$ cat src/rtl/game_pacman.sv
// Pac-Man movement controller: joystick + wall flags -> pixel position, facing, tile coordinates.
// Latency: position/dir update one clk after a step tick; every output is a register or a slice of one.
// Backpressure: none; walls hold Pac-Man in place, the pellet stall (PACMAN_EAT_STALL_EN) eats one tick.
//
// Ports:
//   clk, rst            game clock, synchronous active-high reset
//   start               level; IDLE -> RUN while high
//   joy[3:0]            {up,left,down,right} requests, 1 = pressed
//   tile_info[3:0]      {up,left,down,right} wall flags around the current tile
//   pellet, caught      pellet-eaten pulse, ghost collision pulse
//   pacman_x/y/dir      pixel position and facing (0 right, 1 up, 2 left, 3 down)
//   pacman_tiles        {x>>3, (y>>3)-3} for the maze tile query
//   pacman_outputs      {x, y, dir, state} bus for the ghosts
//   moving              last step tick moved a pixel
// Optional feature macro: PACMAN_EAT_STALL_EN (pellet makes the next step tick a no-move).

module game_pacman #(
    parameter int START_X      = 119,
    parameter int START_Y      = 227,
    parameter int STEP_DIV     = 4,
    parameter int CENTER_OFS   = 3,
    parameter int MAZE_W_PX    = 224,
    parameter int TUNNEL_ROW   = 14,
    parameter int DEATH_CYCLES = 64
) (
    input  logic        clk,
    input  logic        rst,
    input  logic        start,
    input  logic [3:0]  joy,
    input  logic [3:0]  tile_info,
    input  logic        pellet,
    input  logic        caught,
    output logic [9:0]  pacman_x,
    output logic [9:0]  pacman_y,
    output logic [1:0]  pacman_dir,
    output logic [13:0] pacman_tiles,
    output logic [24:0] pacman_outputs,
    output logic        moving
);

    localparam int SCNT_W = (STEP_DIV > 2) ? $clog2(STEP_DIV) : 1;
    localparam int DCNT_W = (DEATH_CYCLES > 2) ? $clog2(DEATH_CYCLES) : 1;

    localparam logic [SCNT_W-1:0] STEP_LAST  = SCNT_W'(STEP_DIV - 1);
    localparam logic [DCNT_W-1:0] DEATH_LAST = DCNT_W'(DEATH_CYCLES - 1);
    localparam logic [9:0]        X_START    = 10'(START_X);
    localparam logic [9:0]        Y_START    = 10'(START_Y);
    localparam logic [9:0]        X_WRAP_MAX = 10'(MAZE_W_PX - 1);
    localparam logic [2:0]        CENTER     = 3'(CENTER_OFS);
    localparam logic [6:0]        T_ROW      = 7'(TUNNEL_ROW);

    localparam logic [1:0] DIR_RIGHT = 2'd0;
    localparam logic [1:0] DIR_UP    = 2'd1;
    localparam logic [1:0] DIR_LEFT  = 2'd2;
    localparam logic [1:0] DIR_DOWN  = 2'd3;

    typedef enum logic [1:0] {
        ST_IDLE = 2'd0,
        ST_RUN  = 2'd1,
        ST_DEAD = 2'd2
    } state_t;

    state_t            state_q, state_d;
    logic [9:0]        x_q, x_d;
    logic [9:0]        y_q, y_d;
    logic [1:0]        dir_q, dir_d;
    logic [1:0]        req_q, req_d;
    logic              moving_q, moving_d;
    logic [SCNT_W-1:0] scnt_q, scnt_d;
    logic [DCNT_W-1:0] dcnt_q, dcnt_d;
    logic              stall_q, stall_d;

    logic       tick;
    logic       centred;
    logic [6:0] y_row;
    logic       in_tunnel;
    logic       go;
    logic [1:0] go_dir;
    logic [9:0] nx, ny;
    logic       joy_any;
    logic [1:0] joy_dir;

    // Wall flags are ordered {up,left,down,right}, which does not follow the
    // dir encoding, so look the bit up by direction name.
    function automatic logic wall_of(input logic [3:0] ti, input logic [1:0] d);
        case (d)
            DIR_RIGHT: wall_of = ti[0];
            DIR_UP:    wall_of = ti[3];
            DIR_LEFT:  wall_of = ti[2];
            default:   wall_of = ti[1];
        endcase
    endfunction

    assign tick      = (scnt_q == STEP_LAST);
    assign centred   = (x_q[2:0] == CENTER) && (y_q[2:0] == CENTER);
    assign y_row     = y_q[9:3] - 7'd3;
    assign in_tunnel = (y_row == T_ROW);
    assign joy_any   = |joy;

    // Priority up > left > down > right.
    always_comb begin
        joy_dir = req_q;
        if (joy[3])      joy_dir = DIR_UP;
        else if (joy[2]) joy_dir = DIR_LEFT;
        else if (joy[1]) joy_dir = DIR_DOWN;
        else if (joy[0]) joy_dir = DIR_RIGHT;
    end

    // Step decision: reversal anywhere, turns only at tile centre,
    // otherwise keep going in the current direction.
    always_comb begin
        go     = 1'b1;
        go_dir = dir_q;
        if (req_q == (dir_q ^ 2'd2)) begin
            go_dir = req_q;
        end else if (centred) begin
            if ((req_q != dir_q) && !wall_of(tile_info, req_q)) begin
                go_dir = req_q;
            end else if (wall_of(tile_info, dir_q)) begin
                go = 1'b0;
            end
        end
    end

    // Candidate position one pixel along go_dir, with tunnel wrap.
    always_comb begin
        nx = x_q;
        ny = y_q;
        case (go_dir)
            DIR_RIGHT: nx = (in_tunnel && x_q == X_WRAP_MAX) ? 10'd0 : x_q + 10'd1;
            DIR_LEFT:  nx = (in_tunnel && x_q == 10'd0) ? X_WRAP_MAX : x_q - 10'd1;
            DIR_UP:    ny = y_q - 10'd1;
            default:   ny = y_q + 10'd1;
        endcase
    end

    always_comb begin
        state_d  = state_q;
        x_d      = x_q;
        y_d      = y_q;
        dir_d    = dir_q;
        req_d    = req_q;
        moving_d = moving_q;
        scnt_d   = scnt_q;
        dcnt_d   = dcnt_q;
        stall_d  = stall_q;
        case (state_q)
            ST_IDLE: begin
                moving_d = 1'b0;
                if (start) begin
                    state_d = ST_RUN;
                    scnt_d  = '0;
                end
            end
            ST_RUN: begin
                if (caught) begin
                    state_d  = ST_DEAD;
                    moving_d = 1'b0;
                    scnt_d   = '0;
                    dcnt_d   = '0;
                    stall_d  = 1'b0;
                end else begin
                    if (joy_any) req_d = joy_dir;
                    scnt_d = tick ? '0 : scnt_q + 1'b1;
                    if (tick) begin
                        if (stall_q || !go) begin
                            moving_d = 1'b0;
                        end else begin
                            x_d      = nx;
                            y_d      = ny;
                            dir_d    = go_dir;
                            moving_d = 1'b1;
                        end
                    end
`ifdef PACMAN_EAT_STALL_EN
                    // A set flag is spent by the next tick; pellets while set do not stack.
                    if (tick && stall_q) stall_d = 1'b0;
                    else if (pellet)     stall_d = 1'b1;
`else
                    stall_d = 1'b0;
`endif
                end
            end
            default: begin
                moving_d = 1'b0;
                if (dcnt_q == DEATH_LAST) begin
                    state_d = ST_IDLE;
                    x_d     = X_START;
                    y_d     = Y_START;
                    dir_d   = DIR_LEFT;
                    req_d   = DIR_LEFT;
                    dcnt_d  = '0;
                end else begin
                    dcnt_d = dcnt_q + 1'b1;
                end
            end
        endcase
    end

`ifndef PACMAN_EAT_STALL_EN
    logic unused_pellet;
    assign unused_pellet = pellet;
`endif

    always_ff @(posedge clk) begin
        if (rst) begin
            state_q  <= ST_IDLE;
            x_q      <= X_START;
            y_q      <= Y_START;
            dir_q    <= DIR_LEFT;
            req_q    <= DIR_LEFT;
            moving_q <= 1'b0;
            scnt_q   <= '0;
            dcnt_q   <= '0;
            stall_q  <= 1'b0;
        end else begin
            state_q  <= state_d;
            x_q      <= x_d;
            y_q      <= y_d;
            dir_q    <= dir_d;
            req_q    <= req_d;
            moving_q <= moving_d;
            scnt_q   <= scnt_d;
            dcnt_q   <= dcnt_d;
            stall_q  <= stall_d;
        end
    end

    assign pacman_x       = x_q;
    assign pacman_y       = y_q;
    assign pacman_dir     = dir_q;
    assign pacman_tiles   = {x_q[9:3], y_row};
    assign pacman_outputs = {x_q, y_q, dir_q, {1'b0, state_q}};
    assign moving         = moving_q;

endmodule

$ cat config.mk
export PLATFORM = sky130hd
export DESIGN_NAME = game_pacman
export DESIGN_NICKNAME = d
export VERILOG_FILES = /design/src/rtl/game_pacman.sv
export SDC_FILE = /design/constraint.sdc
export NUM_CORES = 1
export LEC_CHECK = 0
export CAP_MARGIN = 20
export CORE_UTILIZATION = 50
export DETAILED_ROUTE_END_ITERATION = 16
export PLACE_DENSITY = 0.87
export REMOVE_ABC_BUFFERS = 1
export SLEW_MARGIN = 20
export SYNTH_ARGS = -nofsm -noshare
export SYNTH_HDL_FRONTEND = slang
export SYNTH_SLANG_ARGS = --single-unit
export TNS_END_PERCENT = 10
$ cat constraint.sdc
create_clock -name clk -period 4.4 [get_ports clk]
set_clock_uncertainty 0.15 [all_clocks]
set_input_delay 1.1 -clock clk [delete_from_list [all_inputs] [get_ports clk]]
set_output_delay 1.1 -clock clk [all_outputs]
set_load 0.03 [all_outputs]
==> qor.csv, run 1 <==
metric;value;unit
ys_seq_elements;35;
cts_resized;0;
post-dp-hpwl;5270;um
gp_congestion;0.925;
rsz0062_at_grt;no;
viasPerCell;6.19;
critPathMaxFanout;6;
post-route-period-util;88.4;%
clk_latency;290;ps
die_x;77.9;um
post_cts_buffers;0;
drcViolationCount;0;
status;finished, final reports clean;
antenna_found_initial;0;
slew_headroom;58.2;%
layout_common_cells;clkdlybuf4s50_1 (72), nor2_1 (39), dfxtp_1 (35), a21oi_1 (26), nand2_1 (21);
grt_overflow;0;
slew_viol_final;0;
cp.arrival;3970;ps
busiest_layer;met2;
holdBufCountCts;0;
wl_per_cell;15.4;um
syn_avg_cell_area;7.81;um2
num_vias;2975;
die_area;6070;um2
dieHeight;77.9;um
final_nets;430;
htreeDepth;2;
cap_viol_max_count;0;
met1_usage;30.7;%
p_leak;1.37;nW
synthFlopType;dfxtp_1;
cts_sinks;35;
wirelength;7420;um
period_minus_slack;3890;ps
start_util;52.0;%
drt_pass1_iterations;5;
cp_slowest_stage_delay;550;ps
grt_pass1_wl;12300;um
critical_path_class;in -> reg;
cp_slowest_cell;a21oi_1;
crit_required;4480;ps
setup_viol;0;
setup-tns-final;0;ps
clkSlewWorstSetupHoldPaths;70;ps
nFillCells;460;
async_flop_share;0;%
grtUsageMet2;42.7;%
core;5540;um2
ios;75;
hp-class;reg -> reg;
crit_chain;clkdlybuf4s50_1 -> mux4_2 -> o211ai_1 -> a21oi_1 -> xor2_1 -> ha_1 -> nor4_1 -> buf_4 -> nand2_1 -> a21oi_1 -> nor2_1 -> nor4b_1 -> a311o_1;
drive_above_1_share;7.33;%
hold_viol;0;
synth.distinct_cells;71;
irDropWorstVdd;0.231;mV
final_common_cell;clkdlybuf4s50_1;
track_usage;24.8;%
drtIter0Drc;199;
ys_seq_area_share;24.3;%
row_count;27;
synth_edf_count;0;
cts_root_buffer;clkbuf_8;
antenna_left;0;
r2r_setup_slack;900;ps
numPortBuffers;72;
p_per_area;211;nW/um2
grt_max_degree;24;
worst_setup_path_end_kind;flip-flop;
syn_inst;369;
p_total;0.751;mW
cp_common_cell;a21oi_1;
tightest_slew;618;ps
area_delta_synth_final;23.7;%
ys_warn_count;0;
clock_path_buffers;2;
diodes;0;
max_freq;257;MHz
netlist_area;2880;um2
start_kind;input pin;
met3_usage;4.12;%
cts_buffers;5;
cts_tree;built;
grt_pass1_vias;2646;
registers in the layout (all words and copies together) (netlist names):
| register | cells |
|---|---|
| dcnt_q | 6 |
| pacman_y | 10 |
| state_q | 2 |
| req_q | 2 |
| moving | 1 |
| pacman_x | 10 |
| scnt_q | 2 |
| pacman_dir | 2 |
power breakdown:
group          switching (mW)  internal [mW]
sequential            0.00787          0.320
clock                   0.124          0.227
combinational          0.0417         0.0309
total                   0.173          0.578
cell type report:
| type | instances | area, um2 | area share, % |
|---|---|---|---|
| Clock inverter | 2 | 60.1 | 1.68 |
| Tap cell | 72 | 90.1 | 2.53 |
| Multi-Input combinational cell | 277 | 1840 | 51.5 |
| Sequential cell | 35 | 701 | 19.6 |
| Clock buffer | 6 | 72.6 | 2.04 |
| Inverter | 11 | 41.3 | 1.16 |
| Timing Repair Buffer | 78 | 766 | 21.5 |
routing by layer:
metal  part of all wire (%)  vias to the layer above
li1                       -                     1407
met3                    7.0                       28
met5                      0                        -
met2                     49                      157
met4                    2.5                        0
met1                     42                     1383
metrics by stage:
stage               std cells  worst slack [ps]  hold WS (ps)  util, %  cell area, um2
floorplan                 323               489           297        -            2580
global placement          473               329           313     62.0            3430
detailed placement        473               262           330     62.0            3430
CTS                       481               537           343     64.4            3570
global route              481               268           367     64.4            3570
finish                    481               511           346     64.4            3570
worst paths after layout:
kind / startpoint / end / cells after the start
worst max register to register: pacman_x[0] / pacman_y[8] / 14
worst max-delay path: tile_info[3] / pacman_y[8] / 13
worst min register to register: dcnt_q[5] / dcnt_q[5] / 2
worst min-delay path: dcnt_q[5] / dcnt_q[5] / 2
Yosys cell counts, types with 3 or more instances:
master / instances / area [um2]
nor2_1: 39 / 146
dfxtp_1: 35 / 701
buf_4: 30 / 225
a21oi_1: 26 / 130
nand2_1: 21 / 78.8
nor3_1: 16 / 80.1
o21ai_0: 12 / 60.1
inv_1: 11 / 41.3
clkbuf_1: 10 / 37.5
nand2b_1: 10 / 62.6
nand3_1: 10 / 50.1
and3_1: 9 / 56.3
ha_1: 9 / 113
mux2i_1: 6 / 60.1
o21a_1: 6 / 45.0
a211oi_1: 5 / 37.5
a21o_1: 5 / 37.5
nor2b_1: 5 / 31.3
o21bai_1: 5 / 37.5
a31oi_1: 4 / 25.0
buf_2: 4 / 20.0
nor4_1: 4 / 25.0
or4_1: 4 / 30.0
xnor2_1: 4 / 35.0
xor2_1: 4 / 35.0
a22oi_1: 3 / 22.5
a2bb2oi_1: 3 / 26.3
and2_1: 3 / 18.8
nand3b_1: 3 / 22.5
nand4_1: 3 / 18.8
o211ai_1: 3 / 22.5
o21ai_1: 3 / 15.0
o22ai_1: 3 / 18.8
o31a_1: 3 / 26.3
critical path, delay by kind of cell:
family,cells,cell delay [ps]
AND/OR/NAND/NOR,4,560
XOR/XNOR,1,150
buffers and inverters,2,670
adder cells (fa/ha/maj),1,230
AO/OA/AOI/OAI,4,940
multiplexers,1,330
cell families after synthesis:
family,Yosys count,synth area share (%)
xor+xnor,8,2.43
compound gates,110,28.4
simple gates,141,25.6
flops,35,24.3
mux,8,3.26
other cells,1,0.130
buf+inv,57,12.0
fa+ha+maj,9,3.91
No activity file was read; power rests on OpenSTA's default activity.
==> run 2: changes to the inputs <==
--- a/config.mk
+++ b/config.mk
@@ -8,7 +8,8 @@
 export CAP_MARGIN = 20
 export CORE_UTILIZATION = 50
 export DETAILED_ROUTE_END_ITERATION = 16
-export PLACE_DENSITY = 0.87
+export DONT_BUFFER_PORTS = 1
+export PLACE_DENSITY = 0.7
 export REMOVE_ABC_BUFFERS = 1
 export SLEW_MARGIN = 20
 export SYNTH_ARGS = -nofsm -noshare
==> qor.csv, run 2 (synthesis gave the netlist of run 1 again) <==
metric;value;unit;change
status;finished, final reports clean;;
diodes;0;;unchanged
gp_congestion;0.901;;-2.6%
place_ws;738;ps;+476 ps
htreeDepth;2;;unchanged
grt_pass1_wl;10800;um;-12%
setup_viol;0;;unchanged
holdBufCountCts;0;;unchanged
worst_setup_path_end_kind;output port;;
final_nets;367;;-15%
rsz0062_at_grt;no;;
clk_latency;290;ps;about the same
critPathMaxFanout;11;;+5
cts_root_buffer;clkbuf_8;;
layout_common_cells;nor2_1 (39), dfxtp_1 (35), a21oi_1 (26), nand2_1 (21), nor3_1 (16);;
post-dp-hpwl;4700;um;-11%
critical_path_class;reg -> out;;
area_delta_synth_final;-0.347;%;
grt_pass1_vias;2380;;-10%
crit_required;3150;ps;-1330 ps
fin_ws;822;ps;+312 ps
cts_tree;built;;
grt_overflow;0;;unchanged
drtIter0Drc;126;;-37%
slew_viol_final;0;;unchanged
wl_per_cell;15.6;um;+1.0%
slew_headroom;29.9;%;-28 points
core;5540;um2;unchanged
worstRegToRegCells;13;;-1
row_count;27;;unchanged
clkSlewWorstSetupHoldPaths;80;ps;about the same
period_minus_slack;3580;ps;-312 ps
p_leak;1.10;nW;-19%
num_vias;2632;;-12%
max_freq;280;MHz;+8.7%
cts_resized;0;;unchanged
drt_pass1_iterations;4;;-1
min_path_cells;2;;unchanged
cap_viol_max_count;0;;unchanged
cp.arrival;2330;ps;-1640 ps
post_cts_buffers;0;;unchanged
start_kind;flip-flop;;
final_common_cell;nor2_1;;
clock_path_buffers;2;;unchanged
viasPerCell;6.30;;+1.8%
wirelength;6520;um;-12%
final_core_util;51.9;%;-13 points
irDropWorstVdd;0.135;mV;-41%
antenna_found_initial;0;;unchanged
p_per_area;217;nW/um2;+3.0%
placed_area;2780;um2;-19%
ios;75;;unchanged
post-route-period-util;81.3;%;-7.1 points
fin_area;2870;um2;-19%
die_x;77.9;um;unchanged
tightest_slew;1050;ps;+432 ps
numPortBuffers;0;;-100%
timing.hold.ws;347;ps;+1.56 ps
antenna_left;0;;unchanged
drcViolationCount;0;;unchanged
track_usage;21.7;%;-3.1 points
hold_viol;0;;unchanged
hp-class;reg -> reg;;
drive_above_1_share;11.6;%;+4.2 points
die_area;6070;um2;unchanged
setup-tns-final;0;ps;unchanged
start_util;52.0;%;unchanged
grt_max_degree;33;;+38%
cts_sinks;35;;unchanged
cts_buffers;5;;unchanged
dieHeight;77.9;um;unchanged
==> run 2: layout make-up <==
cell class / instances / area [um2]
Multi-Input combinational cell: 277 / 1840
Fill cell: 553 / 2670
Clock inverter: 3 / 23.8
Clock buffer: 5 / 68.8
Timing Repair Buffer: 15 / 113
Inverter: 11 / 41.3
Sequential cell: 35 / 701
Tap cell: 72 / 90.1
==> run 2: power by group <==
group          switching (mW)  internal, mW
logic                  0.0238        0.0155
clock network           0.135         0.113
registers              0.0162         0.320
==> run 2: stage by stage <==
stage	power, mW	std cells
3_3_place_gp	0.382	410
4_1_cts	0.628	418
6_report	0.624	418
3_5_place_dp	0.383	410
2_1_floorplan	0.373	323
5_1_grt	0.647	418
==> run 2: path summary, 6_finish.rpt <==
| path | start | end | slack [ps] |
|---|---|---|---|
| setup / recovery | pacman_y[4] | pacman_tiles[3] | 820 |
| hold / removal | dcnt_q[2] | dcnt_q[2] | 350 |
| setup reg to reg | pacman_x[1] | pacman_y[9] | 890 |
| hold reg to reg | dcnt_q[2] | dcnt_q[2] | 350 |
==> run 2: critical path: stages, from the launching register on <==
cell	delay [ps]
dfxtp_1	890
inv_1	220
nor2_1	310
nor2_1	90
xor2_1	530
==> run 2: metal layers <==
layer / routed length, um / track usage (%) / part of all wire [%]
met1: 2910 / 26.3 / 45
met2: 3150 / 37.9 / 48
met3: 369 / 4.35 / 5.7
met4: 81 / 7.41 / 1.2
met5: 0 / 0 / 0
==> run 3: changes to the inputs <==
==> constraint.sdc (replaced) <==
create_clock -name clk -period 3.5 [get_ports clk]
set_clock_uncertainty 0.15 [all_clocks]
set_input_delay 0.875 -clock clk [delete_from_list [all_inputs] [get_ports clk]]
set_output_delay 0.875 -clock clk [all_outputs]
set_load 0.03 [all_outputs]
==> qor.csv, run 3 (synthesis gave the netlist of run 1 again) <==
metric;value;unit;change
htreeDepth;2;;unchanged
status;finished, final reports clean;;
layout_common_cells;nor2_1 (39), dfxtp_1 (35), buf_4 (32), a21oi_1 (26), nand2_1 (21);;
grt_pass1_vias;2427;;+2.0%
hold_viol;0;;unchanged
slew_headroom;50.2;%;+20 points
cts_sinks;35;;unchanged
cts_root_buffer;clkbuf_8;;
clkSlewWorstSetupHoldPaths;80;ps;about the same
met1_usage;27.3;%;+0.98 points
slew_viol_final;0;;unchanged
period_minus_slack;3160;ps;
place_ws;104;ps;-634 ps
worstRegToRegCells;12;;-1
worst_setup_path_end_kind;flip-flop;;
gp_congestion;0.857;;-4.8%
met3_usage;4.82;%;+0.47 points
critPathMaxFanout;8;;-3
clock_path_buffers;2;;unchanged
cp.arrival;3250;ps;+920 ps
cts_resized;0;;unchanged
p_per_area;263;nW/um2;+21%
clk_latency;300;ps;about the same
final_common_cell;nor2_1;;
p_total;0.791;mW;+27%
hp-class;reg -> reg;;
post_cts_buffers;0;;unchanged
wirelength;6790;um;+4.2%
tightest_slew;746;ps;-304 ps
setup_viol;0;;unchanged
critical_path_class;reg -> reg;;
grt_max_degree;33;;unchanged
ios;75;;unchanged
grtUsageMet2;38.6;%;+0.71 points
die_x;77.9;um;unchanged
holdBufCountCts;0;;unchanged
antenna_found_initial;0;;unchanged
antenna_left;0;;unchanged
grt_pass1_wl;11000;um;+1.8%
viasPerCell;6.15;;-2.3%
busiest_layer;met2;;
drive_above_1_share;15.7;%;+4.1 points
wl_per_cell;15.6;um;about the same
track_usage;22.4;%;+0.69 points
row_count;27;;unchanged
num_vias;2675;;+1.6%
drt_pass1_iterations;4;;unchanged
dieHeight;77.9;um;unchanged
diodes;0;;unchanged
start_util;52.0;%;unchanged
drcViolationCount;0;;unchanged
final_nets;384;;+4.6%
core;5540;um2;unchanged
rsz0062_at_grt;no;;
fin_area;3000;um2;+4.4%
numPortBuffers;0;;unchanged
cts_buffers;5;;unchanged
placed_area;2910;um2;+4.6%
irDropWorstVdd;0.185;mV;+37%
die_area;6070;um2;unchanged
area_delta_synth_final;4.08;%;
cap_viol_max_count;0;;unchanged
nFillCells;530;;-4.2%
drtIter0Drc;164;;+30%
start_kind;flip-flop;;
min_path_cells;2;;unchanged
crit_required;3590;ps;+440 ps
post-dp-hpwl;4920;um;+4.7%
cts_tree;built;;
post-route-period-util;90.2;%;
max_freq;317;MHz;
fin_ws;342;ps;-480 ps
grt_overflow;0;;unchanged
p_leak;1.19;nW;+7.5%
==> run 3: changes by cell type in the layout (fill, tap and decap cells not counted) <==
| cell | change |
|---|---|
| buf_4 | +17 |
==> run 3: area by class of cell <==
| cell class | count | area, um2 | share of cell area, % |
|---|---|---|---|
| well taps | 72 | 90.1 | 3.00 |
| flip-flops and latches | 35 | 701 | 23.4 |
| clock buffers | 5 | 68.8 | 2.29 |
| inverters | 11 | 41.3 | 1.38 |
| clock inverters | 3 | 23.8 | 0.792 |
| multi-input cells | 277 | 1840 | 61.2 |
| repair buffers | 32 | 240 | 8.01 |
==> run 3: final timing paths <==
path | startpoint | endpoint | slack [ps]
setup reg to reg | req_q[0] | pacman_y[8] | 340
setup / recovery | req_q[0] | pacman_y[8] | 340
hold / removal | dcnt_q[5] | dcnt_q[5] | 350
hold reg to reg | dcnt_q[5] | dcnt_q[5] | 350
==> run 3: worst max-delay path: stages, from the launching register on <==
cell	delay, ps
dfxtp_1	520
mux4_2	620
o211ai_1	190
a21oi_1	190
xor2_1	190
ha_1	230
nor4_1	210
buf_4	170
nand2_1	50
a21oi_1	150
nor2_1	70
nor4b_1	230
a311o_1	140
==> run 3: through the flow <==
stage	instances	hold WS (ps)	TNS, ps	utilization [%]
6_report	435	348	0	54.2
5_1_grt	435	358	0	54.2
4_1_cts	435	336	0	54.2
3_5_place_dp	427	324	0	52.5
3_3_place_gp	427	310	0	52.5
2_1_floorplan	323	297	-1490	-
==> run 3: per-layer routing <==
| layer | wire length, um | part of all wire [%] |
|---|---|---|
| met5 | 0 | 0 |
| met4 | 118 | 1.7 |
| met3 | 380 | 5.6 |
| met2 | 3320 | 49 |
| met1 | 2970 | 44 |
==> run 3: power breakdown <==
part | internal, mW | leakage [nW] | switching [mW] | total (mW)
clock | 0.142 | 0.0408 | 0.171 | 0.313
sequential | 0.403 | 0.283 | 0.00879 | 0.411
combinational | 0.0238 | 0.863 | 0.0421 | 0.0659
